**src/rtl/req_seq_monitor.sv**
```systemverilog
// Synthesizable checker for "req1 ##DELAY req2": one check per accepted arm pulse,
// one-cycle pass/fail result and saturating tallies. Optional fail_code via REQ_SEQ_MON_FAILCODE_EN.
module req_seq_monitor #(
  parameter int DELAY    = 2,
  parameter int WAIT_MAX = 0,
  parameter int CNT_W    = 8
) (
  input  logic             clk,
  input  logic             rst_n,
  input  logic             arm,
  input  logic             req1,
  input  logic             req2,
  output logic             busy,
  output logic             done,
  output logic             pass,
  output logic             fail,
  output logic [CNT_W-1:0] pass_cnt,
  output logic [CNT_W-1:0] fail_cnt
`ifdef REQ_SEQ_MON_FAILCODE_EN
  ,
  output logic [1:0]       fail_code
`endif
);

  localparam logic [1:0] IDLE    = 2'd0;
  localparam logic [1:0] WAIT_R1 = 2'd1;
  localparam logic [1:0] DLY     = 2'd2;

  localparam int WAIT_W = (WAIT_MAX > 0) ? $clog2(WAIT_MAX + 1) : 1;
  localparam int DLY_W  = (DELAY > 1) ? $clog2(DELAY) : 1;

  localparam logic [WAIT_W-1:0] WAIT_LOAD = WAIT_W'(WAIT_MAX);
  localparam logic [WAIT_W-1:0] WAIT_ONE  = WAIT_W'(1);
  localparam logic [WAIT_W-1:0] WAIT_ZERO = {WAIT_W{1'b0}};
  localparam logic [DLY_W-1:0]  DLY_LOAD  = DLY_W'(DELAY - 1);
  localparam logic [DLY_W-1:0]  DLY_ONE   = DLY_W'(1);
  localparam logic [DLY_W-1:0]  DLY_ZERO  = {DLY_W{1'b0}};
  localparam logic [CNT_W-1:0]  CNT_ONE   = CNT_W'(1);
  localparam logic [CNT_W-1:0]  CNT_MAX   = {CNT_W{1'b1}};

  logic [1:0]        state_r;
  logic [1:0]        state_nxt_s;
  logic [WAIT_W-1:0] wait_cnt_r;
  logic [WAIT_W-1:0] wait_nxt_s;
  logic [DLY_W-1:0]  dly_cnt_r;
  logic [DLY_W-1:0]  dly_nxt_s;
  logic              decide_s;
  logic              pass_s;

  function automatic logic [CNT_W-1:0] sat_inc(input logic [CNT_W-1:0] value);
    if (value == CNT_MAX) begin
      return value;
    end else begin
      return value + CNT_ONE;
    end
  endfunction

  // Next-state logic; decide_s marks the edge that settles the running check.
  always_comb begin
    state_nxt_s = state_r;
    wait_nxt_s  = wait_cnt_r;
    dly_nxt_s   = dly_cnt_r;
    decide_s    = 1'b0;
    pass_s      = 1'b0;
    case (state_r)
      IDLE: begin
        if (arm) begin
          state_nxt_s = WAIT_R1;
          wait_nxt_s  = WAIT_LOAD;
        end else begin
          state_nxt_s = IDLE;
        end
      end
      WAIT_R1: begin
        if (req1) begin
          state_nxt_s = DLY;
          dly_nxt_s   = DLY_LOAD;
        end else if (wait_cnt_r == WAIT_ZERO) begin
          state_nxt_s = IDLE;
          decide_s    = 1'b1;
          pass_s      = 1'b0;
        end else begin
          wait_nxt_s  = wait_cnt_r - WAIT_ONE;
        end
      end
      DLY: begin
        // req1/req2 between the two sample edges are deliberately ignored.
        if (dly_cnt_r == DLY_ZERO) begin
          state_nxt_s = IDLE;
          decide_s    = 1'b1;
          pass_s      = req2;
        end else begin
          dly_nxt_s   = dly_cnt_r - DLY_ONE;
        end
      end
      default: begin
        state_nxt_s = IDLE;
      end
    endcase
  end

  // State and sequencing counters.
  always_ff @(posedge clk or negedge rst_n) begin
    if (!rst_n) begin
      state_r    <= IDLE;
      wait_cnt_r <= WAIT_ZERO;
      dly_cnt_r  <= DLY_ZERO;
    end else begin
      state_r    <= state_nxt_s;
      wait_cnt_r <= wait_nxt_s;
      dly_cnt_r  <= dly_nxt_s;
    end
  end

  // Registered status and one-cycle result pulses.
  always_ff @(posedge clk or negedge rst_n) begin
    if (!rst_n) begin
      busy <= 1'b0;
      done <= 1'b0;
      pass <= 1'b0;
      fail <= 1'b0;
    end else begin
      busy <= (state_nxt_s != IDLE);
      done <= decide_s;
      pass <= decide_s & pass_s;
      fail <= decide_s & ~pass_s;
    end
  end

  // Saturating tallies, updated at the deciding edge.
  always_ff @(posedge clk or negedge rst_n) begin
    if (!rst_n) begin
      pass_cnt <= {CNT_W{1'b0}};
      fail_cnt <= {CNT_W{1'b0}};
    end else if (decide_s) begin
      if (pass_s) begin
        pass_cnt <= sat_inc(pass_cnt);
      end else begin
        fail_cnt <= sat_inc(fail_cnt);
      end
    end else begin
      pass_cnt <= pass_cnt;
      fail_cnt <= fail_cnt;
    end
  end

`ifdef REQ_SEQ_MON_FAILCODE_EN
  // Failure cause: a decision taken in WAIT_R1 can only mean req1 never came.
  always_ff @(posedge clk or negedge rst_n) begin
    if (!rst_n) begin
      fail_code <= 2'b00;
    end else if (decide_s) begin
      if (pass_s) begin
        fail_code <= 2'b00;
      end else if (state_r == WAIT_R1) begin
        fail_code <= 2'b01;
      end else begin
        fail_code <= 2'b10;
      end
    end else begin
      fail_code <= fail_code;
    end
  end
`endif

endmodule

```
**config.mk**
```make
export PLATFORM = sky130hd
export DESIGN_NAME = req_seq_monitor
export DESIGN_NICKNAME = d
export VERILOG_FILES = /design/src/rtl/req_seq_monitor.sv
export SDC_FILE = /design/constraint.sdc
export NUM_CORES = 1
export LEC_CHECK = 0
export ABC_AREA = 0
export CORE_UTILIZATION = 32
export CTS_CLUSTER_DIAMETER = 60
export DETAILED_ROUTE_END_ITERATION = 7
export SLEW_MARGIN = 20
export SYNTH_ARGS = -nofsm -noshare
export SYNTH_HDL_FRONTEND = slang
export SYNTH_SLANG_ARGS = --single-unit
```
**constraint.sdc**
```tcl
create_clock -name clk -period 4.3 [get_ports clk]
set_input_delay 0.86 -clock clk [delete_from_list [all_inputs] [get_ports clk]]
set_output_delay 0.86 -clock clk [all_outputs]
set_load 0.05 [all_outputs]
```
==> flow_summary.toml <==
[worst_setup_path]
cp_num_buf_inv = 1
critPathCaptureType = "output pin"
arrival_ns = 1.62
cp.depth = 1
crit_required_ns = 3.44
critical_path.top_delay_family = "buffers and inverters"
worstPathCellList = "clkdlybuf4s50_1"
crit_type = "reg2out"
rr_worst_depth = 7
crit_path_start_kind = "register"
critPathMaxStageDelay_ns = 0.86
slowest_stage = "clkdlybuf4s50_1"
path_max_fanout = 9

[sta]
setup_viol = 0
finalClockSkew_ns = 0.00312
worst_pin_slew_ns = 0.518
whs_ns = 0.525
max_clock_freq_mhz = 404
rsz0062_at_grt = "no"
finalMaxSlewViolations = 0
hold_viol = 0
relSlewSlack_pct = 65.5
finalSetupTns_ns = 0
period_share_pct = 57.6
fin_crit_ns = 2.48

[floorplan]
ios = 25
fp.dieH_um = 63.5
initial_utilization_pct = 34.8
die_x_um = 63.5
row_count = 21
die-area_um2 = 4030
coreArea_um2 = 3470

[cts]
cts_buffers = 3
clk_latency_ns = 0.26
hold_buffers = 0
cts.sinks = 23
htreeDepth = 1
post_cts_resized = 0
cts_setup_buffers = 0
cts.clk_slew.worst_paths_ns = 0.08
root_buffer = "clkbuf_8"
ctsLongestPathBuffers = 2
cts_tree = "built"

[cells_and_area]
area_delta_synth_final_pct = 27.0
final_area_um2 = 1540
drive_gt1_share_pct = 12.2
diodes = 0
utilization_pct = 44.3
layout.nets = 144

[logic_synthesis]
avgSynthCellArea_um2 = 11.5
synthDistinctLibCells = 34
synth_top_family_by_area = "simple AND/OR/NAND/NOR gates"
syn_nets = 117
syn_inst = 105
synthMuxAreaShare_pct = 8.49
synthXorXnorAreaFrac_pct = 4.35
ys_warn_count = 0
syn_area_um2 = 1210
post_synth_fa_ha_maj_area_fraction_pct = 7.25
ys_ff_latch = 23
yosysSeqAreaShare_pct = 47.6
synthSimpleGateAreaFrac_pct = 18.2
synth_compound_area_share_pct = 11.8

[pwr]
pwr_density_cell_nw_per_um2 = 483
power.share.switching_pct = 41.6
clock_power_share_pct = 18.0
seqPwrFrac_pct = 41.3
comb_power_share_pct = 40.7
ir_drop_uv = 181
internal-power_uw = 434
p_leak_nw = 0.654
p_sw_uw = 308

[routing]
dr_total_vias = 882
route.detailed.drc = 0
first_pass_iters = 5
ant_nets = 0
wirelength_um = 2380
first_iter_violations = 41
post_drt_wl_per_cell_um = 13.4
vias_per_cell = 4.98

[placement]
hpwl_um = 1740
routabilityCongestion = 0.765
placed_area_um2 = 1500
port_buffers = 24

[global_route]
antenna_found_initial = 0
overflow = 0
grt_first_pass_wirelength_um = 4370
grt_max_degree = 24
grt_pass1_vias = 884
grt_usage_pct = 14.1

[run_status]
status = "finished clean"

[min_path]
hold_path_class = "reg2reg"
whs_path_depth = 1

[run]
maxCapViolCount = 0
-- cells by family (layout without fill, tap and decap cells) --
| family | after synthesis | count (layout) |
|---|---|---|
| compound gates | 20 | 20 |
| xor+xnor | 6 | 6 |
| fa+ha+maj | 7 | 7 |
| buf+inv | 6 | 32 |
| flops | 23 | 23 |
| mux | 8 | 8 |
| simple gates | 35 | 35 |
-- through the flow --
stage                     instances  power [mW]  worst slack [ns]
after CTS                       177       0.753              1.82
final                           177       0.742              1.82
after global placement          173       0.608              1.83
after global routing            177       0.796              1.75
after floorplan                 105       0.516              2.43
after detailed placement        173       0.615              1.77
-- layout by cell type (no fill, tap or decap), types with 4 or more instances in the layout --
cell type         n
dfrtp_1          23
xnor2_1           4
nand2b_1          4
a31oi_1           6
clkdlybuf4s50_1  23
a21boi_0          4
nor2_1            5
ha_1              7
nor3_1            4
a21oi_1           4
nand3_1           5
nand2_1           7
-- area by class of cell --
cell class	count	area [um^2]
sequential	23	576
timing repair buffer	24	235
fill	353	1930
clock buffer	4	45.0
inverter	4	16.3
multi-input combinational	76	606
tap	46	57.6
-- Yosys cell counts --
cell type / count / area share [%]
nand2b_1: 4 / 2.1
nor3_1: 4 / 1.7
nand3_1: 5 / 2.1
inv_1: 3 / 0.93
nand4b_4: 1 / 2.0
dfrtp_1: 23 / 48
nor2_1: 5 / 1.6
xnor2_1: 4 / 2.9
xor2_1: 2 / 1.4
and3_1: 1 / 0.52
nand3_2: 1 / 0.83
nand2b_2: 1 / 0.72
and2_2: 1 / 0.62
nand2_1: 7 / 2.2
mux2i_1: 2 / 1.7
ha_1: 7 / 7.2
a31oi_1: 6 / 3.1
mux2_2: 3 / 2.8
a41oi_1: 1 / 0.72
nand4_1: 3 / 1.6
and4_1: 1 / 0.72
a311oi_2: 1 / 1.2
buf_4: 1 / 0.62
o21ai_0: 1 / 0.41
a32oi_1: 2 / 1.4
a21boi_0: 4 / 2.5
clkbuf_1: 1 / 0.31
mux2i_4: 1 / 1.9
mux2_4: 1 / 1.2
a311oi_1: 1 / 0.72
a21oi_1: 4 / 1.7
clkinv_2: 1 / 0.41
mux2_1: 1 / 0.93
nand4_4: 1 / 1.8
-- flip-flops by register name (all words and copies together) (netlist names) --
name,count
busy,1
dly_cnt_r,1
done,1
fail,1
fail_cnt,8
pass,1
pass_cnt,8
state_r,2
-- layer usage --
layer  vias up  GRT usage, %  share of wire (%)
li1        437             -                  -
met1       427          18.8                 48
met2        16          21.9                 49
met3         2          2.72                2.8
met4         0          5.97               0.84
met5         -             0                  0
-- power groups by stage --
stage	registers, mW	clock network, mW	logic, mW
2_1_floorplan	0.403	0	0.113
3_3_place_gp	0.309	0	0.300
3_5_place_dp	0.311	0	0.304
4_1_cts	0.307	0.141	0.305
5_1_grt	0.317	0.157	0.322
6_report	0.307	0.133	0.302
-- worst paths after layout --
kind                        startpoint          end  slack, ns
hold / removal             fail_cnt[5]  fail_cnt[5]       0.53
min in group asynchronous        rst_n  pass_cnt[1]       0.56
setup / recovery           pass_cnt[7]  pass_cnt[7]       1.82
setup reg to reg            state_r[1]  pass_cnt[7]       2.20
max in group asynchronous        rst_n  fail_cnt[0]       3.39
hold reg to reg            fail_cnt[5]  fail_cnt[5]       0.53
-- worst register-to-register path: stages, from the launching register on --
cell and delay, ns:
dfrtp_1 0.42, inv_1 0.09, ha_1 0.52, nand4b_4 0.17, clkinv_2 0.11, nand4_4 0.12, nor3_1 0.21, mux2_2 0.35
No activity file was read; power rests on OpenSTA's default activity.
